==> src/rtl/bcd_stopwatch_if.sv <==
// rtl/bcd_stopwatch_if.sv - button inputs and display outputs of the BCD stopwatch
interface bcd_stopwatch_if;
  logic        btn_start;
  logic        btn_reset;
  logic [15:0] display_data;
  logic        running;
  logic        overflow;

  modport master (
    output btn_start, btn_reset,
    input  display_data, running, overflow
  );

  modport slave (
    input  btn_start, btn_reset,
    output display_data, running, overflow
  );
endinterface

==> src/rtl/bcd_stopwatch.sv <==
// rtl/bcd_stopwatch.sv - four-digit BCD stopwatch with start/stop, reset and "HI" overflow message
module bcd_stopwatch #(
  parameter int TICK_DIV = 1_000_000
) (
  input  logic          clk,
  input  logic          clear,
  bcd_stopwatch_if.slave bus
);

  localparam int PW = (TICK_DIV > 1) ? $clog2(TICK_DIV) : 1;
  localparam logic [PW-1:0] PMAX = PW'(TICK_DIV - 1);
  localparam logic [15:0] MSG_HI = 16'hFFCE;

  typedef enum logic [1:0] {S_IDLE, S_RUN, S_STOP, S_OVF} state_t;

  state_t        state_q, state_d;
  logic [15:0]   digits_q, digits_d;
  logic [PW-1:0] presc_q, presc_d;
  logic          start_q, start_d;
  logic          reset_q, reset_d;
  logic          start_ev, reset_ev, tick;

  function automatic logic [15:0] bcd_inc(input logic [15:0] v);
    logic [15:0] r;
    logic        c;
    r = v;
    c = 1'b1;
    for (int i = 0; i < 4; i++) begin
      if (c) begin
        if (r[i*4 +: 4] == 4'd9) begin
          r[i*4 +: 4] = 4'd0;
        end else begin
          r[i*4 +: 4] = r[i*4 +: 4] + 4'd1;
          c = 1'b0;
        end
      end
    end
    return r;
  endfunction

  assign start_ev = bus.btn_start & ~start_q;
  assign reset_ev = bus.btn_reset & ~reset_q;
  assign tick     = (presc_q == PMAX);

  always_comb begin
    state_d  = state_q;
    digits_d = digits_q;
    presc_d  = presc_q;
    start_d  = bus.btn_start;
    reset_d  = bus.btn_reset;
    unique case (state_q)
      S_IDLE: begin
        digits_d = '0;
        presc_d  = '0;
        if (start_ev) state_d = S_RUN;
      end
      S_RUN: begin
        presc_d = tick ? '0 : presc_q + 1'b1;
        // The stop edge is still a counting cycle, so a coincident tick lands before freezing.
        if (start_ev) state_d = S_STOP;
        if (tick) begin
          if (digits_q == 16'h9999) state_d  = S_OVF;
          else                      digits_d = bcd_inc(digits_q);
        end
      end
      S_STOP: begin
        if (reset_ev) begin
          state_d  = S_IDLE;
          digits_d = '0;
          presc_d  = '0;
        end else if (start_ev) begin
          state_d = S_RUN;
        end
      end
      S_OVF: begin
        if (reset_ev) begin
          state_d  = S_IDLE;
          digits_d = '0;
          presc_d  = '0;
        end
      end
      default: state_d = S_IDLE;
    endcase
  end

  always_ff @(posedge clk) begin
    if (clear) begin
      state_q  <= S_IDLE;
      digits_q <= '0;
      presc_q  <= '0;
      // Buttons held through reset must not fire when clear drops.
      start_q  <= 1'b1;
      reset_q  <= 1'b1;
    end else begin
      state_q  <= state_d;
      digits_q <= digits_d;
      presc_q  <= presc_d;
      start_q  <= start_d;
      reset_q  <= reset_d;
    end
  end

  assign bus.display_data = (state_q == S_OVF) ? MSG_HI : digits_q;
  assign bus.running      = (state_q == S_RUN);
  assign bus.overflow     = (state_q == S_OVF);

endmodule

==> src/flat_wrapper.sv <==
// flat-port wrapper written by rule: the top's interface ports become plain ports
module bcd_stopwatch_flat 
#(
  parameter int TICK_DIV = 1_000_000
)
  (clk, clear, bus_btn_start, bus_btn_reset, bus_display_data, bus_running, bus_overflow);
  bcd_stopwatch_if bus_i ();
  input  logic clk;
  input  logic clear;
  input wire logic [$bits(bus_i.btn_start)-1:0] bus_btn_start;
  input wire logic [$bits(bus_i.btn_reset)-1:0] bus_btn_reset;
  output wire logic [$bits(bus_i.display_data)-1:0] bus_display_data;
  output wire logic [$bits(bus_i.running)-1:0] bus_running;
  output wire logic [$bits(bus_i.overflow)-1:0] bus_overflow;
  assign bus_i.btn_start = bus_btn_start;
  assign bus_i.btn_reset = bus_btn_reset;
  assign bus_display_data = bus_i.display_data;
  assign bus_running = bus_i.running;
  assign bus_overflow = bus_i.overflow;
  bcd_stopwatch #(.TICK_DIV(TICK_DIV)) u_core (.clk(clk), .clear(clear), .bus(bus_i));
endmodule
==> config.mk <==
export PLATFORM = sky130hd
export DESIGN_NAME = bcd_stopwatch_flat
export DESIGN_NICKNAME = d
export VERILOG_FILES = /design/src/rtl/bcd_stopwatch_if.sv /design/src/rtl/bcd_stopwatch.sv /design/src/flat_wrapper.sv
export SDC_FILE = /design/constraint.sdc
export NUM_CORES = 1
export LEC_CHECK = 0
export ABC_AREA = 0
export CELL_PAD_IN_SITES_DETAIL_PLACEMENT = 2
export CELL_PAD_IN_SITES_GLOBAL_PLACEMENT = 2
export CORE_MARGIN = 8
export CORE_UTILIZATION = 34
export DETAILED_ROUTE_END_ITERATION = 10
export DONT_BUFFER_PORTS = 1
export GPL_TIMING_DRIVEN = 0
export HOLD_SLACK_MARGIN = 0.08
export PLACE_DENSITY = 0.86
export SETUP_SLACK_MARGIN = 0.3
export SLEW_MARGIN = 5
export SYNTH_ARGS = -nofsm -noshare
export SYNTH_HDL_FRONTEND = slang
export SYNTH_SLANG_ARGS = --single-unit
==> constraint.sdc <==
create_clock -name clk -period 2.1 [get_ports clk]
set_input_delay 0.525 -clock clk [delete_from_list [all_inputs] [get_ports clk]]
set_output_delay 0.525 -clock clk [all_outputs]
set_load 0.1 [all_outputs]
==> results.sh <==
export IMPL_gp_congestion=0.816
export IMPL_cp_required_ns=1.57
export IMPL_slew_violations=0
export IMPL_crit_start="u_core.state_q[1]"
export IMPL_utilization_pct=58.6
export IMPL_rows=29
export IMPL_end_kind="primary output"
export IMPL_tightest_slew_ns=0.890
export IMPL_num_vias=2574
export IMPL_synth_area_leader_cell="dfxtp_1"
export IMPL_grt_pass1_vias=2722
export IMPL_rr_worst_depth=8
export IMPL_root_buffer="clkbuf_8"
export IMPL_dr_first_iter_drc_count=142
export IMPL_cts_sinks=40
export IMPL_initial_utilization_pct=35.2
export IMPL_power_density_nw_per_um2=407
export IMPL_leakagePower_nw=1.28
export IMPL_fin_worst_skew_ns=0.00979
export IMPL_path_clk_slew_ns=0.07
export IMPL_crit_family="simple AND/OR/NAND/NOR gates"
export IMPL_ir_drop_mv=0.366
export IMPL_setup_ws_ns=-0.580
export IMPL_port_buffer_count=0
export IMPL_ys_types=54
export IMPL_synthTopCellsByArea="dfxtp_1 36%, nor2_1 5.2%, ha_1 5.0%"
export IMPL_antenna_found_initial=0
export IMPL_cts_made_buffers=5
export IMPL_place_area_um2=2450
export IMPL_finalSetupViolations=27
export IMPL_finalCriticalPeriod_ns=2.68
export IMPL_synth_cells=274
export IMPL_die_h_um=97.1
export IMPL_h_tree_depth=2
export IMPL_fill_cells=587
export IMPL_drt_vias_per_instance=6.31
export IMPL_cap_violations=0
export IMPL_r2r_start="u_core.state_q[1]"
export IMPL_dp_hpwl_mm=4.99
export IMPL_crit_slowest_cell="nor2_4"
export IMPL_met1_usage_pct=23.3
export IMPL_die_area_um2=9430
export IMPL_die_w_um=97.1
export IMPL_crit_chain="clkbuf_16 -> nand2_8 -> clkbuf_16 -> clkinvlp_4 -> nor2_4"
export IMPL_async_reset_ff_share_pct=0
export IMPL_r2r_end="u_core.digits_q[3]"
export IMPL_finalSetupTns_ns=-5.74
export IMPL_layout_nets=343
export IMPL_stdcell_count=408
export IMPL_outcome="finished, violations left"
export IMPL_grt_max_degree=13
export IMPL_ys_warn_count=0
export IMPL_hold_ws_ns=0.336
export IMPL_endpoint="bus_display_data[5]"
export IMPL_violations="negative setup slack"
export IMPL_wl_per_cell_um=32.0
export IMPL_syn_cell_area_um2=2240
export IMPL_grt_util_met3_pct=4.34
export IMPL_dp_cells=351
export IMPL_ff2ff_setup_slack_ns=-0.45
export IMPL_firstDrtPassIters=4
export IMPL_synth_nets=287
export IMPL_grt_use_met2_pct=36.3
export IMPL_core_area_um2=6350
export IMPL_grtUsageTotal_pct=20.5
export IMPL_crit_type="flop to primary output"
export IMPL_clockBufferDepth=2
export IMPL_dp_slack_ns=-0.382
export IMPL_drcViolationCount=0
export IMPL_power_mw=1.51
export IMPL_crit_buf_inv=3
export IMPL_ctsHoldBuffers=0
export IMPL_hold_path_class="primary input to flop"
export IMPL_cp_max_fo=2
export IMPL_synth_top_area_share_pct=35.8
export IMPL_stdcell_area_um2=3720
export IMPL_top_usage_layer="met2"
export IMPL_syn_to_final_growth_pct=66.2
export IMPL_grt_pass1_wl_mm=15.5
export IMPL_worstSkewPairLatency_ns=0.31
export IMPL_ys_ff_latch=40
export IMPL_rsz0062_at_grt="yes"
export IMPL_io_pins=22
export IMPL_synth_ff_type="dfxtp_1"
export IMPL_overflow=0
export IMPL_syn_area_per_cell_um2=8.16
export IMPL_n_antenna_cell=0
export IMPL_fin_crit_sh_pct=128
export IMPL_relSlewSlack_pct=40.6
export IMPL_cp_arrival_ns=2.16
export IMPL_wl_mm=13.1
export IMPL_max_stage_delay_ns=0.69
export IMPL_ant_nets=0
export IMPL_crit_cells=5
export IMPL_clock_fmax_ghz=0.373
export IMPL_critPathLaunchType="flop"
export IMPL_hold_viol=0
export IMPL_final_layout_size_suffix_gt1_share_pct=54.1
export IMPL_synth_edff_count=0
export IMPL_ys_seq_area_share_pct=35.8
export IMPL_cts_tree="built"
export IMPL_crit_path_frequent_cell="clkbuf_16"
repair_timing:
action | CTS | global route
hold endpoints to repair | 0 | 0
resized for setup | 92 | 86
buffers inserted | 27 | 19
endpoints found under the setup margin | 56 | 56
gates cloned | 3 | 0
pin swaps | 32 | 24
cell usage after synthesis, types with 5 or more instances:
library cell and n:
dfxtp_1 40, nor2_1 31, clkbuf_1 7, xor2_1 10, ha_1 9, o31ai_1 5, inv_1 14, o21ai_0 5
nand4_1 11, a31oi_1 8, a21oi_1 16, nand2b_1 13, nand3_1 19, nand2_1 22
kinds of logic after synthesis:
logic type / count (synthesis) / share of synthesized area, %
and+or+nand+nor: 130 / 31.6
AOI/OAI and AO/OA: 58 / 18.1
muxes: 1 / 0.447
adders and majority gates: 9 / 5.03
xor gates and xnor gates: 13 / 5.09
DFF: 40 / 35.8
buffers and inverters: 23 / 3.91
report_power, final:
part,internal [mW],total (mW),switching [mW]
clock network,0.263,0.565,0.302
logic,0.0580,0.179,0.121
registers,0.759,0.769,0.0101
total,1.08,1.51,0.433
sequential cells by signal, summed over array words and instances, names as in the netlist:
register         count
u_core.presc_q      20
u_core.start_q       1
u_core.state_q       2
u_core.digits_q     16
u_core.reset_q       1
routing by layer:
layer | vias to the layer above | part of all wire, %
li1 | 1116 | -
met1 | 1313 | 39
met2 | 96 | 52
met3 | 49 | 4.4
met4 | 0 | 5.1
met5 | - | 0
final cells by class:
cell class / instances / area [µm²] / share of cell area [%]
Multi-Input combinational cell: 212 / 2030 / 54.5
Clock buffer: 6 / 82.6 / 2.22
Buffer: 8 / 105 / 2.83
Inverter: 15 / 63.8 / 1.72
Sequential cell: 40 / 832 / 22.4
Tap cell: 77 / 96.3 / 2.59
Clock inverter: 2 / 10.0 / 0.269
Timing Repair Buffer: 48 / 502 / 13.5
placed cells by master, fill, tap and decap left out, types with 5 or more instances in the layout:
master	n
nand2b_4	9
inv_1	9
nand2_8	7
buf_4	27
nor2_1	19
nor2_4	9
xor2_1	10
nand2_1	11
nand3_1	15
dfxtp_2	13
a21oi_4	5
dfxtp_1	23
nand4_1	11
ha_1	7
buf_6	14
a21oi_2	10
clkbuf_8	7
worst min-delay path by stage:
stage                            start                 end  cells after the start
CTS                      bus_btn_reset      u_core.reset_q                      1
floorplan           u_core.presc_q[19]  u_core.presc_q[19]                      1
global placement    u_core.presc_q[19]  u_core.presc_q[19]                      1
global route             bus_btn_start      u_core.start_q                      1
detailed placement  u_core.presc_q[19]  u_core.presc_q[19]                      1
finish                   bus_btn_start      u_core.start_q                      1
Power figures use the tool's default switching activity.
